--- src/rtl/vgachargen_pkg.sv ---
//==============================================================================
// Module   : vgachargen_pkg
// Brief    : Shared constants, FSM encoding and address decode for the
//            text-mode VGA character generator APB register interface.
// Revision : 1.0 - initial release
//==============================================================================
`default_nettype none

package vgachargen_pkg;

    // Region base addresses (byte addresses, word aligned)
    localparam logic [31:0] c_chmap_base  = 32'h0000_0000;
    localparam logic [31:0] c_colmap_base = 32'h0000_1000;
    localparam logic [31:0] c_glyph_base  = 32'h0000_2000;
    localparam logic [31:0] c_ctrl_addr   = 32'h0000_3000;

    // Glyph geometry: 128-bit glyph rows split into four 32-bit APB slices
    localparam int unsigned c_glyph_w       = 128;
    localparam int unsigned c_glyph_slice_w = 32;

    // FSM encoding
    typedef logic [2:0] state_t;
    localparam state_t c_st_idle     = 3'd0;
    localparam state_t c_st_decode   = 3'd1;
    localparam state_t c_st_map_wr   = 3'd2;
    localparam state_t c_st_map_rd   = 3'd3;
    localparam state_t c_st_gly_rd   = 3'd4;
    localparam state_t c_st_gly_wait = 3'd5;
    localparam state_t c_st_gly_wr   = 3'd6;
    localparam state_t c_st_resp     = 3'd7;

    // Address regions
    typedef logic [2:0] region_t;
    localparam region_t c_rg_none   = 3'd0;
    localparam region_t c_rg_chmap  = 3'd1;
    localparam region_t c_rg_colmap = 3'd2;
    localparam region_t c_rg_glyph  = 3'd3;
    localparam region_t c_rg_ctrl   = 3'd4;

    // Classify a byte address; the two low address bits never matter.
    // Unsigned wrap of (a - base) makes addresses below a base fall out.
    function automatic region_t decode_region(input logic [31:0] addr,
                                              input logic [31:0] map_bytes,
                                              input logic [31:0] glyph_bytes);
        logic [31:0] a;
        a = {addr[31:2], 2'b00};
        if ((a - c_chmap_base) < map_bytes)
            decode_region = c_rg_chmap;
        else if ((a - c_colmap_base) < map_bytes)
            decode_region = c_rg_colmap;
        else if ((a - c_glyph_base) < glyph_bytes)
            decode_region = c_rg_glyph;
        else if (a == c_ctrl_addr)
            decode_region = c_rg_ctrl;
        else
            decode_region = c_rg_none;
    endfunction

endpackage

`default_nettype wire

--- src/rtl/vgachargen_lane_seq.sv ---
//==============================================================================
// Module   : vgachargen_lane_seq
// Brief    : Byte-strobe sequencer. Picks the lowest pending lane and returns
//            the strobe mask with that lane retired.
// Revision : 1.0 - initial release
//==============================================================================
`default_nettype none

module vgachargen_lane_seq (
    input  logic [3:0] i_strb,
    output logic [1:0] o_lane,
    output logic [3:0] o_strb_rest,
    output logic       o_last
);

    // Lowest set strobe wins so lanes are written in ascending order
    always_comb begin
        o_lane = 2'd0;
        if (i_strb[0])
            o_lane = 2'd0;
        else if (i_strb[1])
            o_lane = 2'd1;
        else if (i_strb[2])
            o_lane = 2'd2;
        else if (i_strb[3])
            o_lane = 2'd3;
        o_strb_rest = i_strb & ~(4'b0001 << o_lane);
        o_last      = (o_strb_rest == 4'b0000);
    end

endmodule

`default_nettype wire

--- src/rtl/vgachargen_apb_regif.sv ---
//==============================================================================
// Module   : vgachargen_apb_regif
// Brief    : APB4 slave driving the char map, colour map, glyph table and
//            enable of the text-mode VGA top. Byte-wide map accesses and
//            128-bit glyph read-modify-writes, all in the system clock domain.
// Config   : VGACHARGEN_APB_RDBACK_EN - when defined, map and glyph reads
//            fetch from memory; otherwise they complete at once returning 0.
// Revision : 1.0 - initial release
//==============================================================================
`default_nettype none

module vgachargen_apb_regif
    import vgachargen_pkg::*;
#(
    parameter int unsigned MAP_WORDS   = 2400,
    parameter int unsigned GLYPH_COUNT = 128
) (
    input  logic         clk,
    input  logic         rst_n,
    input  logic         psel,
    input  logic         penable,
    input  logic         pwrite,
    input  logic [31:0]  paddr,
    input  logic [31:0]  pwdata,
    input  logic [3:0]   pstrb,
    output logic [31:0]  prdata,
    output logic         pready,
    output logic         pslverr,
    output logic [11:0]  ch_map_addr_o,
    output logic [7:0]   ch_map_data_o,
    output logic         ch_map_wen_o,
    input  logic [7:0]   ch_map_data_i,
    output logic [11:0]  col_map_addr_o,
    output logic [7:0]   col_map_data_o,
    output logic         col_map_wen_o,
    input  logic [7:0]   col_map_data_i,
    output logic [6:0]   ch_t_rw_addr_o,
    output logic [127:0] ch_t_rw_data_o,
    output logic         ch_t_rw_wen_o,
    input  logic [127:0] ch_t_rw_data_i,
    output logic         en_o
);

`ifdef VGACHARGEN_APB_RDBACK_EN
    localparam bit c_rdback = 1'b1;
`else
    localparam bit c_rdback = 1'b0;
`endif

    state_t         r_state;
    region_t        r_region;
    logic           r_write;
    logic [11:0]    r_map_addr;
    logic [6:0]     r_gidx;
    logic [1:0]     r_slice;
    logic [31:0]    r_wdata;
    logic [3:0]     r_strb;
    logic [2:0]     r_cnt;
    logic [31:0]    r_rdata;
    logic [127:0]   r_glyph;
    logic           r_en;
    logic           r_err;

    region_t        w_region;
    logic [1:0]     w_lane;
    logic [3:0]     w_strb_rest;
    logic           w_last;
    logic [1:0]     w_map_offset;
    logic [11:0]    w_map_addr;
    logic [7:0]     w_map_rd_data;
    logic [1:0]     w_cap_lane;
    logic [127:0]   w_glyph_merged;
    logic [31:0]    w_glyph_slice;

    assign w_region = decode_region(paddr, 32'(MAP_WORDS), 32'(GLYPH_COUNT * 16));

    vgachargen_lane_seq u_lane_seq (
        .i_strb      (r_strb),
        .o_lane      (w_lane),
        .o_strb_rest (w_strb_rest),
        .o_last      (w_last)
    );

    // Map port address: write lanes follow the strobe sequencer, reads walk +0..+3
    assign w_map_offset  = (r_state == c_st_map_rd) ? r_cnt[1:0] : w_lane;
    assign w_map_addr    = r_map_addr + {10'd0, w_map_offset};
    assign w_map_rd_data = (r_region == c_rg_colmap) ? col_map_data_i : ch_map_data_i;
    // Byte k is on the read port one cycle after address +k, i.e. at r_cnt = k+1
    assign w_cap_lane    = r_cnt[1:0] - 2'd1;
    assign w_glyph_slice = ch_t_rw_data_i[c_glyph_slice_w * int'(r_slice) +: c_glyph_slice_w];

    // Replace the strobed bytes of the addressed slice in the fetched glyph row
    always_comb begin
        w_glyph_merged = ch_t_rw_data_i;
        for (int l = 0; l < 4; l++) begin
            if (r_strb[l])
                w_glyph_merged[c_glyph_slice_w * int'(r_slice) + 8 * l +: 8] = r_wdata[8 * l +: 8];
        end
    end

    // Transfer sequencing, request capture and result collection
    always_ff @(posedge clk or negedge rst_n) begin
        if (!rst_n) begin
            r_state    <= c_st_idle;
            r_region   <= c_rg_none;
            r_write    <= 1'b0;
            r_map_addr <= 12'd0;
            r_gidx     <= 7'd0;
            r_slice    <= 2'd0;
            r_wdata    <= 32'd0;
            r_strb     <= 4'd0;
            r_cnt      <= 3'd0;
            r_rdata    <= 32'd0;
            r_glyph    <= 128'd0;
            r_en       <= 1'b0;
            r_err      <= 1'b0;
        end else begin
            case (r_state)
                c_st_idle: begin
                    if (psel)
                        r_state <= c_st_decode;
                end
                c_st_decode: begin
                    if (!psel) begin
                        r_state <= c_st_idle;
                    end else if (penable) begin
                        r_region   <= w_region;
                        r_write    <= pwrite;
                        r_map_addr <= {paddr[11:2], 2'b00};
                        r_gidx     <= paddr[10:4];
                        r_slice    <= paddr[3:2];
                        r_wdata    <= pwdata;
                        r_strb     <= pwrite ? pstrb : 4'd0;
                        r_cnt      <= 3'd0;
                        r_rdata    <= 32'd0;
                        r_err      <= 1'b0;
                        case (w_region)
                            c_rg_chmap, c_rg_colmap: begin
                                if (pwrite)
                                    r_state <= (pstrb == 4'd0) ? c_st_resp : c_st_map_wr;
                                else
                                    r_state <= c_rdback ? c_st_map_rd : c_st_resp;
                            end
                            c_rg_glyph: begin
                                r_state <= (pwrite || c_rdback) ? c_st_gly_rd : c_st_resp;
                            end
                            c_rg_ctrl: begin
                                if (pwrite && pstrb[0])
                                    r_en <= pwdata[0];
                                if (!pwrite)
                                    r_rdata <= {31'd0, r_en};
                                r_state <= c_st_resp;
                            end
                            default: begin
                                r_err   <= 1'b1;
                                r_state <= c_st_resp;
                            end
                        endcase
                    end
                end
                c_st_map_wr: begin
                    r_strb <= w_strb_rest;
                    if (w_last)
                        r_state <= c_st_resp;
                end
                c_st_map_rd: begin
                    r_cnt <= r_cnt + 3'd1;
                    if (r_cnt != 3'd0)
                        r_rdata[8 * w_cap_lane +: 8] <= w_map_rd_data;
                    if (r_cnt == 3'd4)
                        r_state <= c_st_resp;
                end
                c_st_gly_rd: begin
                    r_state <= c_st_gly_wait;
                end
                c_st_gly_wait: begin
                    if (r_write) begin
                        r_glyph <= w_glyph_merged;
                        r_state <= c_st_gly_wr;
                    end else begin
                        r_rdata <= w_glyph_slice;
                        r_state <= c_st_resp;
                    end
                end
                c_st_gly_wr: begin
                    r_state <= c_st_resp;
                end
                c_st_resp: begin
                    r_state <= c_st_idle;
                end
                default: begin
                    r_state <= c_st_idle;
                end
            endcase
        end
    end

    assign pready         = (r_state == c_st_resp);
    assign pslverr        = pready && r_err;
    assign prdata         = pready ? r_rdata : 32'd0;

    assign ch_map_addr_o  = w_map_addr;
    assign col_map_addr_o = w_map_addr;
    assign ch_map_data_o  = r_wdata[8 * w_lane +: 8];
    assign col_map_data_o = r_wdata[8 * w_lane +: 8];
    assign ch_map_wen_o   = (r_state == c_st_map_wr) && (r_region == c_rg_chmap);
    assign col_map_wen_o  = (r_state == c_st_map_wr) && (r_region == c_rg_colmap);

    assign ch_t_rw_addr_o = r_gidx;
    assign ch_t_rw_data_o = r_glyph;
    assign ch_t_rw_wen_o  = (r_state == c_st_gly_wr);

    assign en_o           = r_en;

endmodule

`default_nettype wire
--- config.mk ---
export PLATFORM = sky130hd
export DESIGN_NAME = vgachargen_apb_regif
export DESIGN_NICKNAME = d
export VERILOG_FILES = /design/src/rtl/vgachargen_pkg.sv /design/src/rtl/vgachargen_lane_seq.sv /design/src/rtl/vgachargen_apb_regif.sv
export SDC_FILE = /design/constraint.sdc
export NUM_CORES = 1
export LEC_CHECK = 0
export CAP_MARGIN = 20
export CORE_MARGIN = 2
export CORE_UTILIZATION = 46
export DETAILED_ROUTE_END_ITERATION = 6
export HOLD_SLACK_MARGIN = 0.1
export PLACE_DENSITY = 0.82
export SYNTH_ARGS = -nofsm -noshare
export SYNTH_HDL_FRONTEND = slang
export SYNTH_SLANG_ARGS = --single-unit
export TNS_END_PERCENT = 20
--- constraint.sdc ---
create_clock -name clk -period 3.1 [get_ports clk]
set_clock_uncertainty 0.2 [all_clocks]
set_input_delay 0.93 -clock clk [delete_from_list [all_inputs] [get_ports clk]]
set_output_delay 0.93 -clock clk [all_outputs]
set_load 0.01 [all_outputs]
==> results of run 1 <==
repair_timing:
item / 4_1_cts / 5_1_grt
resized for setup: 136 / 41
setup buffers: 3 / 9
endpoints found under the setup margin: 62 / 26
hold buffers: 1 / 0
gates cloned: 0 / 0
endpoints found under the hold margin: 32 / 0
pin swaps: 4 / 8
stage by stage:
step	total power [uW]	worst slack (ns)	TNS, ns	cell area [um^2]	hold slack (ns)
floorplan	9510	0.0770	0	12200	0.242
global placement	14700	-0.683	-3.20	17300	0.256
detailed placement	14900	-0.585	-3.03	17300	0.263
CTS	18000	-0.244	-2.07	18200	0.275
global route	19200	-0.303	-3.45	18300	0.305
finish	18300	-0.215	-2.15	18300	0.275
cells in the mapped netlist, types with 14 or more instances:
| master | instances | area share (%) |
|---|---|---|
| a22oi_1 | 71 | 4.4 |
| ha_1 | 14 | 1.4 |
| clkbuf_1 | 66 | 2.0 |
| dfrtp_1 | 218 | 45 |
| a21oi_1 | 95 | 3.9 |
| nor3_1 | 16 | 0.66 |
| and3_1 | 77 | 3.9 |
| mux2i_1 | 17 | 1.4 |
| nand2_1 | 323 | 9.9 |
| o21ai_0 | 171 | 7.0 |
| nor2_1 | 29 | 0.89 |
| and2_1 | 39 | 2.0 |
| nor2b_1 | 15 | 0.77 |
| mux4_2 | 32 | 5.9 |
| buf_4 | 27 | 1.7 |
tightest hold or removal path: stages (launching register included):
cell	delay, ns
dfrtp_1	0.33
nand2_1	0.05
o21ai_0	0.06
kinds of logic (layout without fill, tap and decap cells):
family	Yosys count	in the layout
buffers and inverters	123	594
DFF	218	218
and+or+nand+nor	575	575
AOI/OAI and AO/OA	387	387
xor gates and xnor gates	5	5
adders and majority gates	14	14
muxes	53	53
other	0	4
power by group through the flow:
stage | Clock (uW) | Combinational, uW | Sequential [uW]
floorplan | 0 | 4160 | 5350
global placement | 0 | 9310 | 5340
detailed placement | 0 | 9470 | 5390
CTS | 3010 | 9590 | 5400
global route | 3130 | 10500 | 5580
finish | 3010 | 9890 | 5450
area by class of cell:
class,count,share of cell area [%]
multi-input combinational,1034,34.8
sequential,218,29.8
timing repair buffer,541,28.4
clock buffer,31,3.76
tap,335,2.29
clock inverter,13,0.710
inverter,9,0.184
antenna,4,0.0546
layer usage:
layer  routed length [um]  vias to the layer above  global-route usage (%)
li1                     -                     5802                       -
met1                19400                     6243                    46.4
met2                24100                      868                    58.0
met3                 6030                      167                    10.2
met4                 2740                        2                    15.8
met5                   13                        -                       0
worst max-delay path by stage:
stage	cells past startpoint	endpoint	start
after CTS	7	ch_map_data_o[3]	r_strb[2]
final	7	ch_map_data_o[7]	r_strb[3]
after global routing	9	ch_map_data_o[2]	r_strb[3]
after global placement	8	r_state[0]	paddr[13]
after detailed placement	8	r_state[0]	paddr[13]
after floorplan	7	r_err	paddr[15]
state kept, by name (all words and copies together) (netlist names), 3 cells and up:
name	flops
r_cnt	3
r_strb	4
ch_t_rw_addr_o	6
r_wdata	32
r_rdata	32
r_map_addr	3
r_state	3
ch_t_rw_data_o	128
r_region	3
==> flow_metrics.env, run 1 <==
export IMPL_ant_nets=0
export IMPL_cts_root_buf="clkbuf_16"
export IMPL_hold_viol_final=0
export IMPL_fin_crit_sh_pct=107
export IMPL_pwr_share_comb_pct=53.9
export IMPL_seqPwrFrac_pct=29.7
export IMPL_finalCoreUtilization_pct=70.3
export IMPL_syn_inst=1375
export IMPL_p_per_area_nw_per_um2=1000
export IMPL_timing_final_ws_setup_ns=-0.215
export IMPL_cpMostUsedCell="nor2_2"
export IMPL_drt_total_wl_um=52200
export IMPL_clk_path_buf_depth=3
export IMPL_async_flop_share_pct=100
export IMPL_drc=0
export IMPL_dr_pass1_iters=6
export IMPL_multi_input_area_um2=6380
export IMPL_max_slew_margin_pct=35.6
export IMPL_cts_tree="done"
export IMPL_finalSetupViolCount=18
export IMPL_hold_class="reg -> reg"
export IMPL_rows=59
export IMPL_crit_buf_inv=2
export IMPL_grt_max_degree=80
export IMPL_fin_cells=2185
export IMPL_grt_usage_pct=36.3
export IMPL_yosysSeqAreaShare_pct=44.6
export IMPL_rsz0062_at_grt="yes"
export IMPL_dp_cells=2126
export IMPL_clk_pin_slew_ns=0.06
export IMPL_r2r_end="ch_t_rw_data_o[71]"
export IMPL_outcome="finished, violations left"
export IMPL_cp_required_ns=1.97
export IMPL_gp_congestion=0.975
export IMPL_synth_xor_area_share_pct=0.358
export IMPL_critPathCaptureType="primary output"
export IMPL_cp_data_arrival_time_ns=2.19
export IMPL_switching_share_pct=41.8
export IMPL_critPathMaxStageDelay_ns=0.40
export IMPL_fmax_mhz=302
export IMPL_holdCritStartpoint="r_err"
export IMPL_cts_buffers=25
export IMPL_p_leak_uw=0.00832
export IMPL_die_y_um=167
export IMPL_netlist_area_um2=12200
export IMPL_fin_crit_ns=3.32
export IMPL_whs_path_depth=2
export IMPL_slowest_stage="dfrtp_1"
export IMPL_syn_avg_cell_area_um2=8.89
export IMPL_cp_top_family="buffers and inverters"
export IMPL_dpl_hpwl_um=39800
export IMPL_grt_pass1_vias=13000
export IMPL_grt_first_pass_wirelength_um=78000
export IMPL_synth_top_family_by_area="simple AND/OR/NAND/NOR gates"
export IMPL_ys_dominant_reg_cell="dfrtp_1"
export IMPL_synth_enable_flop_cells=0
export IMPL_overflow=0
export IMPL_vias_per_cell=5.99
export IMPL_die_area_um2=27900
export IMPL_synthToLayoutAreaGrowth_pct=50.0
export IMPL_layout_drive_gt1_share_pct=14.1
export IMPL_yosys_area_share_adder_pct=1.43
export IMPL_wl_per_cell_um=23.9
export IMPL_path_cells="nor2b_4 -> nor2_2 -> nor2_2 -> buf_12 -> mux2i_2 -> a21oi_2 -> dlygate4sd2_1"
export IMPL_start_kind="flop"
export IMPL_r2r_start="r_slice[0]"
export IMPL_core_area_um2=26100
export IMPL_r2r_cells=7
export IMPL_hold_path_end="r_err"
export IMPL_grt_antenna_before_repair=5
export IMPL_nets=2060
export IMPL_ys_warn_count=0
export IMPL_p_sw_uw=7670
export IMPL_crit_path_max_fanout=8
export IMPL_die_width_um=167
export IMPL_cts_sinks=218
export IMPL_regToRegSetupSlack_ns=0.28
export IMPL_ioPinCount=430
export IMPL_max_cap_viol_count=0
export IMPL_worstMarginPinSlew_ns=0.958
export IMPL_regArea_um2=5460
export IMPL_muxShareOfSynthArea_pct=7.66
export IMPL_initial_utilization_pct=46.9
export IMPL_final_common_cell="clkdlybuf4s50_1"
export IMPL_io_buffers=427
export IMPL_violations="negative setup slack"
export IMPL_htreeDepth=1
export IMPL_crit_type="reg -> out"
export IMPL_syn_nets=1606
export IMPL_vdd_drop_max_v=0.000820
export IMPL_clk_latency_ns=0.54
export IMPL_drt_iter0_markers=1592
export IMPL_layout_common_cells="clkdlybuf4s50_1 (368), nand2_1 (319), dfrtp_1 (214)"
export IMPL_synth_compound_area_share_pct=18.5
export IMPL_clkPwrFrac_pct=16.4
export IMPL_num_fill_cells=2032
export IMPL_synthSimpleGateAreaFrac_pct=22.6
export IMPL_vias=13100
export IMPL_synth_cell_type_count=63
export IMPL_slew_violations=0
export IMPL_synth_seq_cells=218
export IMPL_internal_power_uw=10700
No activity file was read; power rests on OpenSTA's default activity.
==> run 2, diff against run 1 <==
Settings changed: ABC_AREA from default to 1, CORE_UTILIZATION 46 to 48, TNS_END_PERCENT 20 to 100.
==> run 2 against run 1 <==
Critical path depth increased by 3. The run still ends with negative setup slack left. Fmax is 1.1% lower. Register-to-register slack improved by 0.04 ns. Total power grew 16%. First-iteration DRC count up 28%.
==> flow_metrics.env, run 2 <==
export IMPL_outcome="finished, violations left"
export IMPL_violations="negative setup slack"
export IMPL_dr_pass1_iters=6
export IMPL_gp_congestion=1.01
export IMPL_setup_tns_ns=-2.53
export IMPL_crit_path_max_fanout=6
export IMPL_start_kind="flop"
export IMPL_ant_nets=0
export IMPL_synthToLayoutAreaGrowth_pct=46.3
export IMPL_vias=16000
export IMPL_fin_cells=2700
export IMPL_wl_per_cell_um=21.9
export IMPL_critPathLaunch="r_strb[2]"
export IMPL_ioPinCount=430
export IMPL_syn_avg_cell_area_um2=7.34
export IMPL_num_fill_cells=2220
export IMPL_grt_first_pass_wirelength_um=86900
export IMPL_slowest_stage="dfrtp_1"
export IMPL_vdd_drop_max_v=0.000690
export IMPL_overflow=0
export IMPL_synth_cell_type_count=42
export IMPL_rsz0062_at_grt="yes"
export IMPL_clkPwrFrac_pct=15.4
export IMPL_dpl_hpwl_um=44700
export IMPL_netlist_area_um2=13500
export IMPL_critPathMaxStageDelay_ns=0.43
export IMPL_cp_data_arrival_time_ns=2.22
export IMPL_ys_warn_count=0
export IMPL_max_slew_margin_pct=54.7
export IMPL_switching_share_pct=45.4
export IMPL_dp_cells=2622
export IMPL_io_buffers=427
export IMPL_syn_nets=2076
export IMPL_p_per_area_nw_per_um2=1080
export IMPL_layout_common_cells="clkdlybuf4s50_1 (370), nor2_1 (365), nand2_1 (324)"
export IMPL_cts_hold_buf=0
export IMPL_drt_total_wl_um=59000
export IMPL_cp_required_ns=1.97
export IMPL_synth_most_common_cell="nor2_1"
export IMPL_synth_top_cells_by_area="dfrtp_1 (40%), nor2_1 (10%), nand2_1 (9.1%)"
export IMPL_fmax_mhz=298
export IMPL_grt_pass1_vias=14900
export IMPL_grt_usage_pct=38.6
export IMPL_ys_top_cells_by_count="nor2_1 (375), nand2_1 (330), dfrtp_1 (218), inv_1 (139), a21oi_1 (87)"
export IMPL_synth_top_cell_area_share_pct=40.3
export IMPL_die_y_um=172
export IMPL_finalSetupViolCount=18
export IMPL_timing_final_ws_setup_ns=-0.251
export IMPL_cts_sinks=218
export IMPL_grt_antenna_before_repair=12
export IMPL_initial_utilization_pct=48.7
export IMPL_clk_pin_slew_ns=0.06
export IMPL_yosysTopAreaCell="dfrtp_1"
export IMPL_fin_crit_ns=3.35
export IMPL_async_flop_share_pct=100
export IMPL_synth_enable_flop_cells=0
export IMPL_die_area_um2=29600
export IMPL_clk_path_buf_depth=3
export IMPL_grt_max_degree=129
export IMPL_pwr_share_comb_pct=59.2
export IMPL_max_cap_viol_count=0
export IMPL_final_common_cell="clkdlybuf4s50_1"
export IMPL_nets=2524
export IMPL_multi_input_area_um2=7080
export IMPL_yosysSeqAreaShare_pct=40.3
export IMPL_rows=61
export IMPL_worstMarginPinSlew_ns=0.678
export IMPL_internal_power_uw=11700
export IMPL_syn_inst=1845
export IMPL_slew_violations=0
export IMPL_hold_viol_final=0
export IMPL_finalPower_uw=21300
export IMPL_cts_tree="done"
export IMPL_htreeDepth=1
export IMPL_hold_class="in -> async"
export IMPL_regArea_um2=5460
export IMPL_r2r_start="r_slice[0]"
export IMPL_p_leak_uw=0.00847
export IMPL_die_width_um=172
export IMPL_whs_ns=0.112
export IMPL_largest_register_ffs=128
export IMPL_seqPwrFrac_pct=25.4
export IMPL_synth_seq_cells=218
export IMPL_ys_dominant_reg_cell="dfrtp_1"
export IMPL_vias_per_cell=5.91
export IMPL_cpMostUsedCell="buf_6"
export IMPL_cts_root_buf="clkbuf_16"
export IMPL_p_sw_uw=9690
export IMPL_path_cells="inv_2 -> a21oi_4 -> nor2_4 -> buf_6 -> buf_6 -> nand2_2 -> o211ai_1 -> o221ai_2 -> buf_4 -> buf_6"
export IMPL_drc=0
export IMPL_critPathCaptureType="primary output"
export IMPL_r2r_cells=8
export IMPL_core_area_um2=27800
export IMPL_crit_type="reg -> out"
export IMPL_clk_latency_ns=0.53
export IMPL_fin_crit_sh_pct=108
export IMPL_cts_buffers=25
export IMPL_layout_drive_gt1_share_pct=12.6
export IMPL_drt_iter0_markers=2036
run 2: cell types whose count changed in the layout (fill, tap and decap cells not counted), moves of 53 or more:
cell      before  now
and3_1        76    0
a211oi_1       4   72
inv_1          9  137
a221oi_1       1   57
nand3_1       13   78
nor2_1        27  365
o21ai_0      168   85
a22oi_1       71   18
run 2: layer usage:
layer  part of all wire (%)  track usage (%)
met1                     38             48.9
met5                  0.053                0
met3                     10             6.80
met4                    5.7             20.9
met2                     47             63.0
run 2: path summary, 6_finish.rpt:
path                                 endpoint  slack (ns)
setup / recovery             ch_map_data_o[2]       -0.25
hold / removal              ch_t_rw_data_o[5]        0.11
setup reg to reg            ch_t_rw_data_o[2]        0.32
hold reg to reg                   r_rdata[31]        0.30
max in group asynchronous  ch_t_rw_data_o[44]        1.81
min in group clk                  r_rdata[31]        0.30
run 2: area by class of cell:
type	count	area share (%)
Clock buffer	34	3.73
Tap cell	378	2.39
Timing Repair Buffer	555	26.7
Sequential cell	218	27.6
Clock inverter	11	0.859
Antenna cell	11	0.139
Inverter	152	2.91
Multi-Input combinational cell	1341	35.7
run 2: critical path: cells and delay by family (launching register included):
family | cells | cell delay, ns
and+or+nand+nor | 2 | 0.21
AOI/OAI and AO/OA | 3 | 0.41
buffers and inverters | 5 | 0.63
DFF | 1 | 0.43
run 2: timing repair:
action / 4_1_cts / 5_1_grt
setup endpoints to repair: 57 / 29
resized for setup: 161 / 51
pin swaps: 11 / 9
setup buffers: 19 / 4
run 2: through the flow:
stage | util [%] | instance area (um^2) | worst slack, ns
2_1_floorplan | - | 13500 | 0.268
3_3_place_gp | 66.6 | 18500 | -0.244
3_5_place_dp | 66.6 | 18500 | -0.269
4_1_cts | 71.0 | 19700 | -0.224
5_1_grt | 71.3 | 19800 | -0.221
6_report | 71.3 | 19800 | -0.251
run 2: power groups by stage:
stage	Clock, uW	Sequential, uW	Combinational (uW)
after global placement	0	5320	11400
after detailed placement	0	5380	11600
final	3280	5430	12600
after CTS	3280	5360	12100
after global routing	3390	5540	13500
after floorplan	0	5470	5910
run 2: cells by family (layout without fill, tap and decap cells):
kind of cell    after synthesis  count (layout)  share of synthesized area, %
simple gates                921             921                          29.2
compound gates              390             390                          19.1
buf+inv                     286             752                          9.17
flops                       218             218                          40.3
xor+xnor                     15              15                         0.970
fa+ha+maj                    14              14                          1.29
mux                           1               1                        0.0739
other cells                   0              11                             0
==> run 3, diff against run 2 <==
Settings changed: ABC_AREA 1 to default, CELL_PAD_IN_SITES_DETAIL_PLACEMENT from default to 0, CELL_PAD_IN_SITES_GLOBAL_PLACEMENT from default to 1, CORE_UTILIZATION 48 to 34, PLACE_DENSITY 0.82 to default, PLACE_DENSITY_LB_ADDON from default to 0.1.
==> run 3 against run 2 <==
The flow still finishes with violations (negative setup slack). Count of clock-buffer cells in the layout grew 7. Via count fell by 21%. Design area shrank 4.3%. Combinational power is 18% lower. Non-clock buffer count grew 6. Utilization is 18 points lower. Largest power group unchanged. Worst hold slack improved by 0.056 ns.
==> flow_metrics.env, run 3 (synthesis gave the netlist of run 1 again) <==
export IMPL_cts_root_buf="clkbuf_16"
export IMPL_synthToLayoutAreaGrowth_pct=55.2
export IMPL_finalSetupViolCount=16
export IMPL_rsz0062_at_grt="yes"
export IMPL_io_buffers=427
export IMPL_timing_final_ws_setup_ns=-0.125
export IMPL_use_met1_pct=39.0
export IMPL_worstMarginPinSlew_ns=0.902
export IMPL_die_width_um=194
export IMPL_dpl_hpwl_um=42900
export IMPL_worst_path_stages=7
export IMPL_max_cap_viol_count=0
export IMPL_clk_latency_ns=0.55
export IMPL_largest_register_ffs=128
export IMPL_wl_per_cell_um=23.6
export IMPL_max_slew_margin_pct=39.7
export IMPL_final_common_cell="clkdlybuf4s50_1"
export IMPL_cts_hold_buf=0
export IMPL_crit_type="reg -> out"
export IMPL_ioPinCount=430
export IMPL_fin_crit_sh_pct=104
export IMPL_vias=12600
export IMPL_cts_buffers=27
export IMPL_nets=2082
export IMPL_grt_use_met3_pct=5.06
export IMPL_die_area_um2=37500
export IMPL_critPathMaxStageDelay_ns=0.42
export IMPL_cp_data_arrival_time_ns=2.10
export IMPL_outcome="finished, violations left"
export IMPL_drt_total_wl_um=55200
export IMPL_setup_tns_ns=-1.10
export IMPL_gp_congestion=0.883
export IMPL_fmax_mhz=310
export IMPL_stdcell_area_um2=19000
export IMPL_grt_use_met2_pct=46.6
export IMPL_grt_first_pass_wirelength_um=81800
export IMPL_initial_utilization_pct=34.4
export IMPL_clk_pin_slew_ns=0.06
export IMPL_violations="negative setup slack"
export IMPL_ant_nets=0
export IMPL_cts_tree="done"
export IMPL_cts_sinks=218
export IMPL_path_cells="nor2_2 -> or3_4 -> buf_12 -> buf_4 -> a211oi_4 -> a21oi_2 -> buf_2"
export IMPL_htreeDepth=1
export IMPL_fin_crit_ns=3.23
export IMPL_r2r_cells=5
export IMPL_core_area_um2=35500
export IMPL_p_per_area_nw_per_um2=1010
export IMPL_drt_iter0_markers=764
export IMPL_critPathCaptureType="primary output"
export IMPL_p_leak_uw=0.00845
export IMPL_clk_path_buf_depth=3
export IMPL_grt_usage_pct=28.7
export IMPL_crit_buf_inv=3
export IMPL_hold_class="in -> async"
export IMPL_cp_required_ns=1.97
export IMPL_dr_pass1_iters=7
export IMPL_grt_max_degree=73
export IMPL_vdd_drop_max_v=0.000506
export IMPL_rows=69
export IMPL_grt_pass1_vias=12700
export IMPL_placed_cell_area_um2=17600
export IMPL_drc=0
export IMPL_overflow=0
export IMPL_slowest_stage="dfrtp_2"
export IMPL_dpl_worst_slack_ns=-0.585
export IMPL_regToRegSetupSlack_ns=0.24
export IMPL_hold_viol_final=0
export IMPL_layout_common_cells="clkdlybuf4s50_1 (371), nand2_1 (321), dfrtp_1 (212)"
export IMPL_die_y_um=194
export IMPL_layout_drive_gt1_share_pct=16.7
export IMPL_grt_antenna_before_repair=7
export IMPL_vias_per_cell=5.40
export IMPL_start_kind="flop"
export IMPL_crit_path_max_fanout=8
export IMPL_cp_top_family="simple AND/OR/NAND/NOR gates"
export IMPL_finalPower_uw=19100
export IMPL_busiest_layer="met2"
export IMPL_slew_violations=0
run 3: repair_timing:
action                                  in CTS  in global routing
endpoints found under the hold margin        0                  0
gates resized for setup                    169                 56
endpoints found under the setup margin      58                 42
setup buffers                               11                 10
gates cloned                                 1                  1
pin swaps                                    6                 12
run 3: worst reg2reg max path: stages (launching register included):
cell     delay, ns
dfrtp_2       0.67
inv_1         0.27
ha_1          0.41
nor4b_2       0.75
a22oi_1       0.27
o21ai_0       0.22
run 3: final timing paths:
kind,endpoint,start
min reg2reg,ch_t_rw_data_o[104],ch_t_rw_data_o[104]
min,r_rdata[14],rst_n
max reg2reg,ch_t_rw_data_o[65],r_map_addr[3]
min in group clk,ch_t_rw_data_o[104],ch_t_rw_data_o[104]
max,col_map_data_o[4],r_strb[2]
max in group asynchronous,r_map_addr[3],rst_n
run 3: cell type report:
class / count / area [um^2]
clock inverter: 8 / 169
fill: 3324 / 16500
sequential: 218 / 5460
timing repair buffer: 561 / 5380
multi-input combinational: 1034 / 6520
tap: 461 / 577
clock buffer: 41 / 798
inverter: 9 / 33.8
antenna: 7 / 17.5
run 3: routing by layer:
| layer | routed length [um] | up-vias | part of all wire (%) |
|---|---|---|---|
| met3 | 4060 | 89 | 7.3 |
| met2 | 26100 | 566 | 47 |
| met1 | 23400 | 6124 | 42 |
| li1 | - | 5848 | - |
| met4 | 1650 | 0 | 3.0 |
| met5 | 0 | - | 0 |
run 3: power by group:
| group | total (uW) | switching [uW] | leakage (uW) | internal (uW) |
|---|---|---|---|---|
| registers | 5330 | 1190 | 0.00270 | 4140 |
| clock network | 3450 | 1280 | 0.000474 | 2180 |
| logic | 10300 | 5330 | 0.00527 | 5010 |
| total | 19100 | 7790 | 0.00845 | 11300 |
run 3: per-stage QoR:
stage,util [%],hold WS (ns),cells
2_1_floorplan,-,0.242,1375
3_3_place_gp,49.5,0.255,2260
3_5_place_dp,49.5,0.268,2260
4_1_cts,53.0,0.181,2321
5_1_grt,53.4,0.199,2337
6_report,53.4,0.168,2339
